`src/rtl/fib_pkg.sv`:
```
`timescale 1ns/1ps
// Shared definitions for the FIB lookup controller, the level memories
// and the bench: controller states, root pointer and the result record.
package fib_pkg;

  localparam int WORD_SIZE_DEF    = 16;
  localparam int POINTER_SIZE_DEF = 16;
  localparam int MAX_LEVELS_DEF   = 8;
  localparam int LVL_W_DEF        = $clog2(MAX_LEVELS_DEF + 1);

  // Every name walk starts at the root node of level 1.
  localparam int ROOT_PTR = 0;

  typedef enum logic [2:0] {
    ST_IDLE  = 3'd0,
    ST_ISSUE = 3'd1,
    ST_WAIT  = 3'd2,
    ST_EVAL  = 3'd3,
    ST_NEXT  = 3'd4,
    ST_DRAIN = 3'd5,
    ST_DONE  = 3'd6
  } fib_state_e;

  // Longest-prefix record returned once per name.
  typedef struct packed {
    logic                        match;
    logic [LVL_W_DEF-1:0]        level;
    logic [POINTER_SIZE_DEF-1:0] pointer;
  } fib_result_t;

endpackage

```
`src/rtl/fib_lookup_ctrl.sv`:
```
`timescale 1ns/1ps
// FIB lookup initiator: walks the level memories one name component at a
// time from the root pointer, records the deepest match and returns one
// result per name. Components past MAX_LEVELS, or after a miss or a leaf,
// are drained without further level requests.
//
// Handshakes: a component beat transfers on a rising edge where
// comp_valid_in and comp_ready_out are both 1; a result transfers on a
// rising edge where result_valid_out and result_ready_in are both 1.
// Valid never depends on ready, and result_valid_out stays high with
// stable result fields until it transfers.
module fib_lookup_ctrl
  import fib_pkg::*;
#(
  parameter int WORD_SIZE     = 16,
  parameter int POINTER_SIZE  = 16,
  parameter int MAX_LEVELS    = 8,
  parameter int LEVEL_LATENCY = 1,
  parameter int LVL_W         = $clog2(MAX_LEVELS + 1)
) (
  input  logic                    clk,
  input  logic                    rst_n,
  input  logic                    comp_valid_in,
  output logic                    comp_ready_out,
  input  logic [WORD_SIZE-1:0]    comp_data_in,
  input  logic                    comp_last_in,
  output logic                    lvl_req_out,
  output logic [LVL_W-1:0]        lvl_sel_out,
  output logic [POINTER_SIZE-1:0] address_out,
  output logic [WORD_SIZE-1:0]    lookup_cont_out,
  input  logic [POINTER_SIZE-1:0] next_pointer_in,
  input  logic                    is_match_in,
  input  logic                    no_child_in,
  output logic                    result_valid_out,
  input  logic                    result_ready_in,
  output logic                    result_match_out,
  output logic [LVL_W-1:0]        result_level_out,
  output logic [POINTER_SIZE-1:0] result_pointer_out,
  output fib_state_e              dbg_state_out
);

  // The WAIT state covers LEVEL_LATENCY-1 cycles; with latency 1 the
  // response is already valid in the cycle after ISSUE and WAIT is skipped.
  localparam int CNT_W     = (LEVEL_LATENCY > 2) ? $clog2(LEVEL_LATENCY) : 1;
  localparam int WAIT_LOAD = (LEVEL_LATENCY > 1) ? LEVEL_LATENCY - 2 : 0;

  fib_state_e              state_q, state_d;
  logic                    last_q;
  logic [POINTER_SIZE-1:0] ptr_q;
  logic [LVL_W-1:0]        lvl_q;
  logic [CNT_W-1:0]        cnt_q;
  logic [LVL_W-1:0]        sel_q;
  logic [POINTER_SIZE-1:0] addr_q;
  logic [WORD_SIZE-1:0]    cont_q;
  logic                    res_valid_q;
  logic                    res_match_q;
  logic [LVL_W-1:0]        res_level_q;
  logic [POINTER_SIZE-1:0] res_ptr_q;

  logic lvl_at_max;
  logic eval_term;

  assign lvl_at_max = (lvl_q == LVL_W'(MAX_LEVELS));
  // A walk ends on a miss, at a leaf, on the final component, or once the
  // deepest level has been consulted.
  assign eval_term  = !is_match_in || no_child_in || last_q || lvl_at_max;

  assign lvl_sel_out        = sel_q;
  assign address_out        = addr_q;
  assign lookup_cont_out    = cont_q;
  assign result_valid_out   = res_valid_q;
  assign result_match_out   = res_match_q;
  assign result_level_out   = res_level_q;
  assign result_pointer_out = res_ptr_q;
  assign dbg_state_out      = state_q;

  // State register.
  always_ff @(posedge clk or negedge rst_n) begin
    if (!rst_n) state_q <= ST_IDLE;
    else        state_q <= state_d;
  end

  // Next-state decode plus the state-decoded strobes comp_ready and lvl_req.
  always_comb begin
    state_d        = state_q;
    comp_ready_out = 1'b0;
    lvl_req_out    = 1'b0;
    case (state_q)
      ST_IDLE: begin
        comp_ready_out = 1'b1;
        if (comp_valid_in) state_d = ST_ISSUE;
      end
      ST_ISSUE: begin
        lvl_req_out = 1'b1;
        state_d     = (LEVEL_LATENCY > 1) ? ST_WAIT : ST_EVAL;
      end
      ST_WAIT: begin
        if (cnt_q == '0) state_d = ST_EVAL;
      end
      ST_EVAL: begin
        if (eval_term) state_d = last_q ? ST_DONE : ST_DRAIN;
        else           state_d = ST_NEXT;
      end
      ST_NEXT: begin
        comp_ready_out = 1'b1;
        if (comp_valid_in) state_d = ST_ISSUE;
      end
      ST_DRAIN: begin
        comp_ready_out = 1'b1;
        if (comp_valid_in && comp_last_in) state_d = ST_DONE;
      end
      ST_DONE: begin
        if (result_ready_in) state_d = ST_IDLE;
      end
      default: state_d = ST_IDLE;
    endcase
  end

  // Walk datapath: request fields are loaded on entry to ISSUE, the match
  // record and walk position are updated in EVAL only.
  always_ff @(posedge clk or negedge rst_n) begin
    if (!rst_n) begin
      last_q      <= 1'b0;
      ptr_q       <= '0;
      lvl_q       <= '0;
      cnt_q       <= '0;
      sel_q       <= '0;
      addr_q      <= '0;
      cont_q      <= '0;
      res_valid_q <= 1'b0;
      res_match_q <= 1'b0;
      res_level_q <= '0;
      res_ptr_q   <= '0;
    end else begin
      res_valid_q <= (state_d == ST_DONE);
      case (state_q)
        ST_IDLE: begin
          if (comp_valid_in) begin
            last_q      <= comp_last_in;
            ptr_q       <= POINTER_SIZE'(ROOT_PTR);
            lvl_q       <= LVL_W'(1);
            res_match_q <= 1'b0;
            res_level_q <= '0;
            res_ptr_q   <= '0;
            sel_q       <= LVL_W'(1);
            addr_q      <= POINTER_SIZE'(ROOT_PTR);
            cont_q      <= comp_data_in;
          end
        end
        ST_ISSUE: begin
          cnt_q <= CNT_W'(WAIT_LOAD);
        end
        ST_WAIT: begin
          if (cnt_q != '0) cnt_q <= cnt_q - CNT_W'(1);
        end
        ST_EVAL: begin
          if (is_match_in) begin
            res_match_q <= 1'b1;
            res_level_q <= lvl_q;
            res_ptr_q   <= next_pointer_in;
            ptr_q       <= next_pointer_in;
            if (!lvl_at_max) lvl_q <= lvl_q + LVL_W'(1);
          end
        end
        ST_NEXT: begin
          if (comp_valid_in) begin
            last_q <= comp_last_in;
            sel_q  <= lvl_q;
            addr_q <= ptr_q;
            cont_q <= comp_data_in;
          end
        end
        default: ;
      endcase
    end
  end

endmodule

```
`config.mk`:
```
export PLATFORM = sky130hd
export DESIGN_NAME = fib_lookup_ctrl
export DESIGN_NICKNAME = d
export VERILOG_FILES = /design/src/rtl/fib_pkg.sv /design/src/rtl/fib_lookup_ctrl.sv
export SDC_FILE = /design/constraint.sdc
export NUM_CORES = 1
export LEC_CHECK = 0
export ABC_CLOCK_PERIOD_IN_PS = 4400
export BUFFER_PORTS_ARGS = -buffer_cell sky130_fd_sc_hd__buf_2
export CAP_MARGIN = 20
export CORE_ASPECT_RATIO = 1.5
export CORE_MARGIN = 5
export CORE_UTILIZATION = 52
export CTS_CLUSTER_DIAMETER = 200
export CTS_CLUSTER_SIZE = 25
export DETAILED_ROUTE_END_ITERATION = 8
export PLACE_DENSITY = 0.87
export SLEW_MARGIN = 20
export SYNTH_ARGS = -nofsm -noshare
export SYNTH_HDL_FRONTEND = slang
export SYNTH_SLANG_ARGS = --single-unit
```
`constraint.sdc`:
```
create_clock -name clk -period 4.4 [get_ports clk]
set_clock_uncertainty 0.05 [all_clocks]
set_input_delay 0.66 -clock clk [delete_from_list [all_inputs] [get_ports clk]]
set_output_delay 0.66 -clock clk [all_outputs]
set_load 0.02 [all_outputs]
```
* After elaboration in Yosys (flattened, before gate mapping)
Index checks and enable logic that the tools add are counted.
Storage, ports and cells: bits in writable memories 0, output and inout bits 63, word-level logic and storage cells 68, input bits 39, latch bits 0, memories kept 0, memory bits (read-only) 0, flip-flop bits (word level) 67
Cells by class: $lt $le $gt $ge 0, reductions and logical operators 15, bitwise gates (word level) 0, shift operators 0, multiplexer cells 28, div/mod/pow operators 0, multipliers 0, eq/ne operators 12, add/sub/neg operators 2
Operators by type and width (number):
- case mux 16 bit (2 select lines) | 2
- 2-to-1 mux 16 bit | 3
- 2-to-1 mux 4 bit | 6
- case mux 4 bit (2 select lines) | 3
- case mux 3 bit (6 select lines) | 1
- == test 3 bit, second input constant | 4
- 2-to-1 mux 3 bit | 4
- inequality test 2 bit, second input constant | 4
- == test 3 x 2 -> 1 bit, second input constant | 2
- AND reduction 3 bit | 2
- nonzero test 2 bit | 3
- 2-to-1 mux 1 bit | 5
- adder 4 x 1 -> 4 bit, second input constant | 1
- == test 4 bit, second input constant | 1
- 2-to-1 mux 2 bit | 2
- case mux 1 bit (2 select lines) | 2
- AND reduction 4 bit | 1
- == test 3 x 1 -> 1 bit, second input constant | 1
- zero test 3 bit | 1
- logical OR 1 bit | 3
- OR reduction 3 bit | 1
- AND reduction 2 bit | 1
- OR reduction 2 bit | 1
- logical AND 1 bit | 1
- 2 further kinds | 2

* Logic depth before layout (Yosys ltp)
Gate-level depths: netlist (run 1).
word-level depth 7, mapped depth 5, depth with buffers taken out 5

* Least setup slack after synthesis (run 1)
OpenSTA, ideal clock, no wires.
kind reg2out, start point reg state_q[2] (netlist: dbg_state_out[2]), end point out lvl_req_out, stages on the path, launching flop included 4, required time 3690 ps, path buffers 2, slack 2227 ps, arrival 1463 ps, path through dfrtp_1 > buf_1 > clkbuf_1 > nor3b_1
On the way: word-level cells in the longest chain between the ends 2
RTL lines:
- from (decl) | line fib_lookup_ctrl.sv:47 | fib_state_e state_q, state_d;
- from (signal assigned) | line fib_lookup_ctrl.sv:80 | else state_q <= state_d;
- == test 3 x 1 -> 1 bit | line fib_lookup_ctrl.sv:88 | case (state_q)
- 2-to-1 mux 1 bit | line fib_lookup_ctrl.sv:88
- to (decl) | line fib_lookup_ctrl.sv:27 | output logic lvl_req_out,
No other way between the ends.

* Final worst setup path (run 1)
start point reg state_q[2] (netlist: dbg_state_out[2]), end point out comp_ready_out
On the way: word-level cells in the longest chain between the ends 3, elaborated cells between the ends (all ways) 5, those cells by class eq/ne: 2; mux: 1; reduce/logical: 2
RTL lines:
- == test 3 bit / zero test 3 bit (equally long branches) | line fib_lookup_ctrl.sv:88
- OR reduction 3 bit (no source line) *
- 2-to-1 mux 1 bit * | line fib_lookup_ctrl.sv:88
- to (decl) | line fib_lookup_ctrl.sv:24 | output logic comp_ready_out,
Mark *: on every way between the ends. The rest lies on a longest branch, timed or not.

==> results of run 1 <==
[power breakdown]
part | leakage [nW] | internal (mW) | switching, mW
combinational | 0.833 | 0.466 | 0.710
clock | 0.129 | 0.433 | 0.220
sequential | 0.835 | 0.889 | 0.241
total | 1.80 | 1.79 | 1.17
[final timing paths]
check | slack [ns] | to | from | depth (start not counted)
max in group asynchronous | 3.06 | lookup_cont_out[1] | rst_n | 2
hold / removal | 0.36 | lookup_cont_out[7] | rst_n | 1
hold reg to reg | 0.42 | address_out[15] | address_out[15] | 2
setup reg to reg | 2.09 | result_pointer_out[2] | dbg_state_out[2] | 3
setup / recovery | 1.67 | comp_ready_out | dbg_state_out[2] | 3
min in group clk | 0.42 | address_out[15] | address_out[15] | 2
[final cells by class]
cell class | count | share of cell area
multi-input combinational | 140 | 0.2673
sequential | 66 | 0.4769
timing repair buffer | 103 | 0.1503
inverter | 4 | 0.004335
clock buffer | 9 | 0.03577
tap | 68 | 0.02457
clock inverter | 7 | 0.04082
[registers in the layout (all words and copies together) (netlist names)]
register / count
result_valid_out: 1
address_out: 16
result_level_out: 4
lookup_cont_out: 16
lvl_sel_out: 4
lvl_q: 4
result_match_out: 1
result_pointer_out: 16
last_q: 1
dbg_state_out: 3
[layout by cell type, fill, tap and decap left out, types with 2 or more instances in the layout]
cell / instances
sky130_fd_sc_hd__mux2_2: 17
sky130_fd_sc_hd__or3b_2: 2
sky130_fd_sc_hd__buf_4: 2
sky130_fd_sc_hd__nor3_1: 2
sky130_fd_sc_hd__clkbuf_8: 9
sky130_fd_sc_hd__o21ai_0: 23
sky130_fd_sc_hd__bufinv_16: 4
sky130_fd_sc_hd__and3_1: 2
sky130_fd_sc_hd__a21o_1: 3
sky130_fd_sc_hd__a21oi_1: 4
sky130_fd_sc_hd__nor2_1: 2
sky130_fd_sc_hd__inv_1: 4
sky130_fd_sc_hd__and3b_1: 2
sky130_fd_sc_hd__nand3_1: 5
sky130_fd_sc_hd__a22o_1: 22
sky130_fd_sc_hd__nand3b_1: 2
sky130_fd_sc_hd__buf_2: 101
sky130_fd_sc_hd__ha_1: 2
sky130_fd_sc_hd__nand2_1: 38
sky130_fd_sc_hd__dfrtp_1: 66
[logic make-up (layout without fill, tap and decap cells)]
family / after synthesis / in the layout
flops: 66 / 66
compound gates: 60 / 60
simple gates: 60 / 60
buf+inv: 20 / 123
mux: 17 / 17
fa+ha+maj: 2 / 2
xor+xnor: 1 / 1
[per-stage QoR]
stage | hold WS (ns) | cell area (µm²) | cells
floorplan | 0.3144 | 2685 | 226
detailed placement | 0.4146 | 3198 | 381
CTS | 0.3681 | 3463 | 397
global placement | 0.4069 | 3198 | 381
finish | 0.3565 | 3463 | 397
global route | 0.4228 | 3463 | 397
[routing by layer]
metal  global-route usage  up-vias  share of wire  wire [µm]
met5                    0        -              0          0
met4              0.07504        0          0.018        108
met3              0.06099       10          0.066        391
met2               0.3157       70           0.52       3054
met1               0.2400     1007           0.40       2360
li1                     -      999              -          -
==> flow_results.org, run 1 <==
** CTS
- In this run the clock root is driven by a sky130_fd_sc_hd__clkbuf_8.
- At the later pin of the worst-skew pair, clock insertion delay measures around 0.34 ns.
- The H-tree generated during clock tree synthesis spans 3 levels.
- For this design, the CTS-stage hold fixing added 0 buffers.
- After clock tree synthesis, the repair step resized 0 gates.
- The number of clock buffers added by TritonCTS is 9.
- Post-CTS setup buffer count :: 0
- Worst-path clk slew :: approximately 0.070 ns
- TritonCTS built the clock tree.
- Clock sink count :: 66
- Number of buffers between clock root and the deepest sink :: 2

** Route
- Via density per instance :: between 5 and 6
- Iteration-0 DRC Markers :: around 160
- Summed over all layers, the routed wires come to 5.915 mm.
- The count of nets left with antenna violations once routing finished came out at 0.
- Pre-antenna DRT Iters :: 4
- Dividing the detail-routed wire length by the instance count gives 14.90 µm.
- # DRC :: 0
- Via count of the routed design :: 2086

** Synth
- Yosys top cell area share :: 0.6151
- Of the total synthesized cell area, the portion taken by full adders, half adders and majority gates is 0.009320.
- Synthesis inferred 66 register bits.
- Largest cells by area after synthesis :: sky130_fd_sc_hd__dfrtp_1, sky130_fd_sc_hd__a22o_1, sky130_fd_sc_hd__mux2_2, sky130_fd_sc_hd__nand2_1, sky130_fd_sc_hd__o21ai_0
- Of the synthesized area, sequential elements account for 0.6151.
- Cell Area, Synth :: approximately 2700 µm²
- Of the total synthesized cell area, the portion taken by XOR and XNOR cells is 0.003262.
- Area fraction in and, or, nand and nor cells after synthesis :: 0.1062
- Share of flip-flops with an asynchronous set or reset :: 1.000
- The number of nets in the synthesized netlist is ~270.
- Primary FF master, synth :: sky130_fd_sc_hd__dfrtp_1
- Compound-cell area share of the yosys netlist :: 0.1547
- After synthesis, the most frequently instantiated cells are sky130_fd_sc_hd__dfrtp_1, sky130_fd_sc_hd__nand2_1, sky130_fd_sc_hd__o21ai_0.
- After synthesis, the largest family of logic cells by area is compound AO/OA/AOI/OAI gates.
- Yosys synthesis warning count :: 0
- The synthesized design contains 0 enable-type register cells.
- Syn avg cell area :: ~12 µm²
- Among all cell types in the netlist, the one instantiated most often is sky130_fd_sc_hd__dfrtp_1.
- Measured against the total synthesized area, the mux share comes to 0.07130.
- The number of different library cells used by synthesis comes to 36.
- Syn Inst Count :: between 200 and 250
- Cell accounting for the most synthesized area :: sky130_fd_sc_hd__dfrtp_1

** Worst setup path
- Required arrival time at the worst endpoint :: around 3.7 ns
- Type of the worst setup path :: reg -> out
- STA classifies the critical path endpoint as an output port.
- Delay contributed by the slowest stage of the critical path :: about 1.1 ns
- Of all nets on the critical path, the largest fanout is 32.
- Startpoint class of the critical path :: register
- The critical path contains buffers and inverters numbering 2 combined.
- Kind of cell with the highest combined delay on the critical path :: flip-flops
- Traced cell by cell, the critical path runs through inv_1 -> a21oi_1 -> buf_2.
- For this design, the slowest cell found on the critical path is sky130_fd_sc_hd__dfrtp_1.
- At the worst endpoint, the arrival time is approximately 2 ns.

** Die
- The die covers around 6700 µm².
- Die span in x :: around 69 µm
- After floorplanning, the core was sized to cover about 5000 µm².
- Initial Util :: 0.5281
- Number of top-level pins :: a little over 100
- Die H :: 98.01 µm
- After floorplanning, the core was divided into 32 placement rows.

** Finish
- Relative to the synthesized area, the layout overhead comes to 28.98%.
- Diodes inserted :: 0
- Register area :: approximately 1700 µm²
- Area occupied by multi-input gates :: between 900 and 1000 µm²
- The net count of the finished layout is 365.
- Of the cells placed in the final design, the portion with a size suffix greater than 1 is 0.4195.
- After filler insertion, the fill cell instance count of the layout stands at slightly above 400.
- At the end of the flow the core is filled with cells to 0.6811.

** Hold path
- Class of the worst hold path :: in -> async

** Placement
- Pre-CTS WS :: 1.934 ns
- Half-perimeter wire length of the detailed placement result :: between 4 and 5 mm
- The congestion estimate from routability-driven global placement came to 0.8363.
- Buffers placed on the I/O ports in this run total around 100.

** STA
- Setup violations remaining at the end of the flow were counted as 0.
- Derived from the worst setup path, the maximum achievable clock frequency is roughly 370 MHz.
- Once routing completed, OpenROAD measured the worst setup slack at around 1.7 ns.
- Worst rel slew slack :: 0.2791
- Of the available clock period, the critical path in the final layout requires 0.6195.
- Counting I/O delays and the setup requirement, the final critical path takes ~2.7 ns.
- Setup repair after global routing left no endpoint under its margin.
- The total count of max-transition violations in the final report is 0.
- The final hold violation count is 0.
- Transition time of the tightest slew-check pin :: approximately 1.1 ns
- Final TNS setup :: 0 ns

** Global route
- The initial antenna violation count came to 0.
- The first global-routing pass estimated 9.984 mm of wire.
- The number of global-route vias before repair is approximately 2200.
- Total grt overflow :: 0
- Entering global routing, the biggest net connects 38 pins.
- All-layer global routing usage :: 0.1960

** Power and ir drop
- The analysis attributes to cell leakage a power of between 1.5 and 2 nW.
- Worst VDD drop :: about 0.00054 V
- Power spread over the standard cell area amounts to ~850 nW/µm².
- Overall power :: 2.960 mW

** Job
- Number of max-cap violations :: 0

** Run status
- Run status :: finished clean
Power figures use the tool's default switching activity.
==> run 2, diff against run 1 <==
- ABC_AREA: unset -> 1
- ABC_CLOCK_PERIOD_IN_PS: 4400 -> 2410
- CORE_UTILIZATION: 52 -> 44
- PLACE_DENSITY: 0.87 -> 0.79
- clock period: 4.4 -> 2.41 ns (I/O delays scaled with it)
==> flow_results.org, run 2 <==
** Run status
- The run finished, with violations left.
- Violated checks :: negative hold slack

** STA
- The sum of negative setup slack came to 0 ns (unchanged).
- Timing would allow up to approximately 560 MHz.
- The worst hold margin came to -0.004806 ns (-0.3614 ns).
- Transition time of the tightest slew-check pin :: 0.7436 ns (-0.3378 ns)
- Of the available clock period, the critical path in the final layout requires 0.7344.
- Fin worst setup slack :: 0.6400 ns (-1.034 ns)
- The smallest clock period supported by the final layout is computed as approximately 1.8 ns.
- The final hold violation count came to 7 (+7).
- The number of setup violations in the final report is 0 (unchanged).
- Number of pins exceeding their max-slew limit in the final report :: 0 (unchanged)
- Worst rel slew slack :: 0.5038 (+0.2246)
- RSZ-0062 raised after global routing :: false

** Synth
- Cell Area, Synth :: 2705 µm² (+0.75%)
- The average cell area after synthesis came to 8.588 µm² (-28%).
- The number of distinct library cells after synthesis was 21 (-42%).
- The gate count after technology mapping is 315 (+39%).
- Number of synthesized flops with an enable pin :: 0 (unchanged)
- Compound-cell area share of the yosys netlist :: 0.02174 (-0.1330)
- The fraction of the mapped netlist area in simple logic gates was 0.3136 (+0.2074).
- The most used flip-flop cell after synthesis is sky130_fd_sc_hd__dfrtp_1.
- Multiplexer fraction of the synthesized cell area :: 0 (-0.07130)
- Dominant cell by count in the synthesized netlist :: sky130_fd_sc_hd__nand2_1
- Largest cells by area after synthesis :: sky130_fd_sc_hd__dfrtp_1, sky130_fd_sc_hd__nand2_1, sky130_fd_sc_hd__nand3_1, sky130_fd_sc_hd__inv_1, sky130_fd_sc_hd__buf_2
- sky130_fd_sc_hd__dfrtp_1 takes more of the synthesized area than any other cell.
- Most frequent cells after synthesis :: sky130_fd_sc_hd__nand2_1, sky130_fd_sc_hd__dfrtp_1, sky130_fd_sc_hd__nand3_1
- The number of register bits inferred by synthesis came to 66 (unchanged).
- Post-Synthesis Net Count :: 356 (+33%)
- The area share of xor/xnor cells in the synthesized design came to 0 (-0.003262).
- Adder-Cell Fraction of Synth Area :: 0.009251 (-0.00006897)
- The share of synthesized flip-flops with an asynchronous set or reset was 1.000 (unchanged).
- The top-area cell type share of the netlist area was 0.6105 (-0.004552).
- The sequential area share after synthesis was 0.6105 (-0.004552).
- After synthesis, the largest family of logic cells by area is simple AND/OR/NAND/NOR gates.
- The number of warning messages in the yosys log came to 0 (unchanged).

** Global route
- The largest net degree at the start of global routing is 37 (-2.6%).
- Total grt overflow :: 0 (unchanged)
- The wire length of the first global-routing pass is 11.47 mm (+15%).
- The number of global-route vias before repair was 2389 (+11%).
- Initial antenna violation count :: 0 (unchanged)
- All-layer global routing usage :: 0.1931 (-0.002822)

** Power and ir drop
- The total power draw was 5.330 mW (+80%).
- Part of the total power dissipated in sequential elements :: 0.376 (-0.006)
- The proportion of power drawn by the clock network came to 0.216 (-0.005).
- The power per standard cell area came to 1513 nW/µm² (+77%).
- Leakage dissipation :: 2.088 nW (+16%)
- Worst VDD drop :: 0.0005910 V (+8.5%)
- Switching power of the nets :: 2.308 mW (+97%)
- Combinational share of power :: 0.408 (+0.011)
- Internal power consumption :: 3.022 mW (+69%)
- The switching share of power came to 0.4330 (+0.03731).

** Die
- Number of top-level pins :: 102 (unchanged)
- Core ar. :: 6087 µm² (+20%)
- Die span in x :: 74.02 µm (+7.8%)
- Die H :: 106.0 µm (+8.2%)
- The initial cell density of the core came to 0.4444 (-0.08365).
- Overall die area :: 7848 µm² (+17%)
- The count of standard-cell rows is 35 (+9.4%).

** Placement
- Half-perimeter wire length of the detailed placement result :: 5.141 mm (+21%)
- Port bufs :: 101 (unchanged)
- Pre-CTS WS :: 0.6364 ns (-1.298 ns)
- The routability congestion estimate was 0.9025 (+7.9%).
- The cell area reported after detailed placement was 3272 µm² (+2.3%).

** Route
- The number of optimization iterations in the first detailed-route pass is 4 (unchanged).
- Iteration-0 DRC Markers :: 213 (+37%)
- The final wirelength was 7.015 mm (+19%).
- The residual DRC count is 0 (unchanged).
- Routed length per placed instance :: 14.09 µm (-5.5%)
- Post-route ant nets :: 0 (unchanged)
- Via count of the routed design :: 2399 (+15%)
- Via density per instance :: 4.817 (-8.3%)

** Worst setup path
- The slowest stage of the critical path belongs to the cell sky130_fd_sc_hd__dfrtp_1.
- The reg2reg setup slack was 0.65 ns (-1.44 ns).
- Traced cell by cell, the critical path runs through nor2_2 -> inv_2 -> nand2_1 -> buf_2.
- The longest individual stage delay on the worst path was 0.48 ns (-0.58 ns).
- The worst register-to-register path begins at dbg_state_out[1].
- Required arrival time at the worst endpoint :: 2.00 ns (-1.69 ns)
- In this run the worst setup path begins at dbg_state_out[0].
- Sort of element at the end of the critical path :: output port
- Highest net fanout along the worst path :: 7 (-78%)
- Startpoint class of the critical path :: register
- Worst path arrival time :: 1.36 ns (-0.66 ns)
- By startpoint and endpoint, the worst setup path is classified as reg -> out.

** CTS
- Worst-path clk slew :: 0.07 ns (about the same)
- The number of hold buffers added after CTS is 0 (unchanged).
- The post-cts resize count is 0 (unchanged).
- Clock latency on the worst-skew pair :: 0.34 ns (about the same)
- H-tree lvl count :: 3 (unchanged)
- The number of buffers created by CTS came to 9 (unchanged).
- The number of buffers on the longest clock path was 2 (unchanged).
- Clock root buffer :: sky130_fd_sc_hd__clkbuf_8
- CTS tree :: built
- Clock sink count :: 66 (unchanged)
- The number of buffers added for setup after CTS was 0 (unchanged).

** Finish
- Diodes inserted :: 0 (unchanged)
- The layout net count was 460 (+26%).
- Final design utilization :: 0.5786 (-0.1025)
- Synthesis-to-layout area growth :: 30.20%
- Leaving out fill and tap cells, the most frequent cells in the layout are sky130_fd_sc_hd__nand2_1, sky130_fd_sc_hd__buf_2, sky130_fd_sc_hd__dfrtp_1, sky130_fd_sc_hd__nand3_1.
- Most common library cell in the layout ignoring fill and taps :: sky130_fd_sc_hd__nand2_1
- Design area :: 3522 µm² (+1.7%)
- Fraction of layout cells with a size suffix above 1 :: 0.3137 (-0.1058)

** Job
- Number of max-cap violations :: 0 (unchanged)

** Hold path
- Class of the worst hold path :: in -> async
-- run 2: cell count changes after synthesis, moves of 5 or more --
cell / previous run / this run
sky130_fd_sc_hd__a22o_1: 22 / 0
sky130_fd_sc_hd__buf_2: 2 / 7
sky130_fd_sc_hd__nor2_1: 2 / 7
sky130_fd_sc_hd__mux2_2: 17 / 0
sky130_fd_sc_hd__o21ai_0: 23 / 4
sky130_fd_sc_hd__clkbuf_1: 8 / 3
sky130_fd_sc_hd__inv_1: 4 / 10
sky130_fd_sc_hd__nand2_1: 38 / 164
sky130_fd_sc_hd__nand3_1: 5 / 27
-- run 2: worst max-delay path, delay by kind of cell (launching register included) --
family / cells / cell delay (ns)
buffers and inverters: 2 / 0.22
DFF: 1 / 0.48
and+or+nand+nor: 2 / 0.32
-- run 2: area by class of cell --
class / instances / area (µm²)
fillers: 558 / 2565
flip-flops and latches: 66 / 1652
multi-input cells: 222 / 932.1
repair buffers: 106 / 543.0
clock buffers: 10 / 137.6
clock inverters: 6 / 112.6
well taps: 74 / 92.59
inverters: 14 / 52.55
-- run 2: cell families after synthesis --
group,count (synthesis)
buffers and inverters,27
AND/OR/NAND/NOR,209
adder cells (fa/ha/maj),2
flip-flops,66
AO/OA/AOI/OAI,11
-- run 2: metal layers --
layer | up-vias | track usage | share of wire
met5 | - | 0 | 0
met4 | 0 | 0.1010 | 0.033
met3 | 17 | 0.02744 | 0.045
met2 | 72 | 0.3357 | 0.54
met1 | 1123 | 0.2227 | 0.38
li1 | 1187 | - | -
-- run 2: power by group through the flow --
stage               combinational, mW  clock (mW)  sequential (mW)
floorplan                       0.849           0             2.54
global placement                 2.15           0             1.99
detailed placement               2.20           0             2.02
CTS                              2.21        1.17             2.01
global route                     2.39        1.22             2.07
finish                           2.17        1.15             2.01
-- run 2: path summary, 6_finish.rpt --
check	endpoint	cells past startpoint
setup / recovery	comp_ready_out	4
hold / removal	lookup_cont_out[0]	2
setup reg to reg	lvl_sel_out[3]	5
hold reg to reg	address_out[4]	2
max in group asynchronous	lvl_q[2]	2
min in group clk	result_pointer_out[7]	3
-- run 2: stage by stage --
step	std cells	hold WS [ns]
after global placement	482	0.3625
after detailed placement	482	0.3713
after floorplan	315	0.01591
final	498	-0.004806
after global routing	498	0.03498
after CTS	498	0.003242
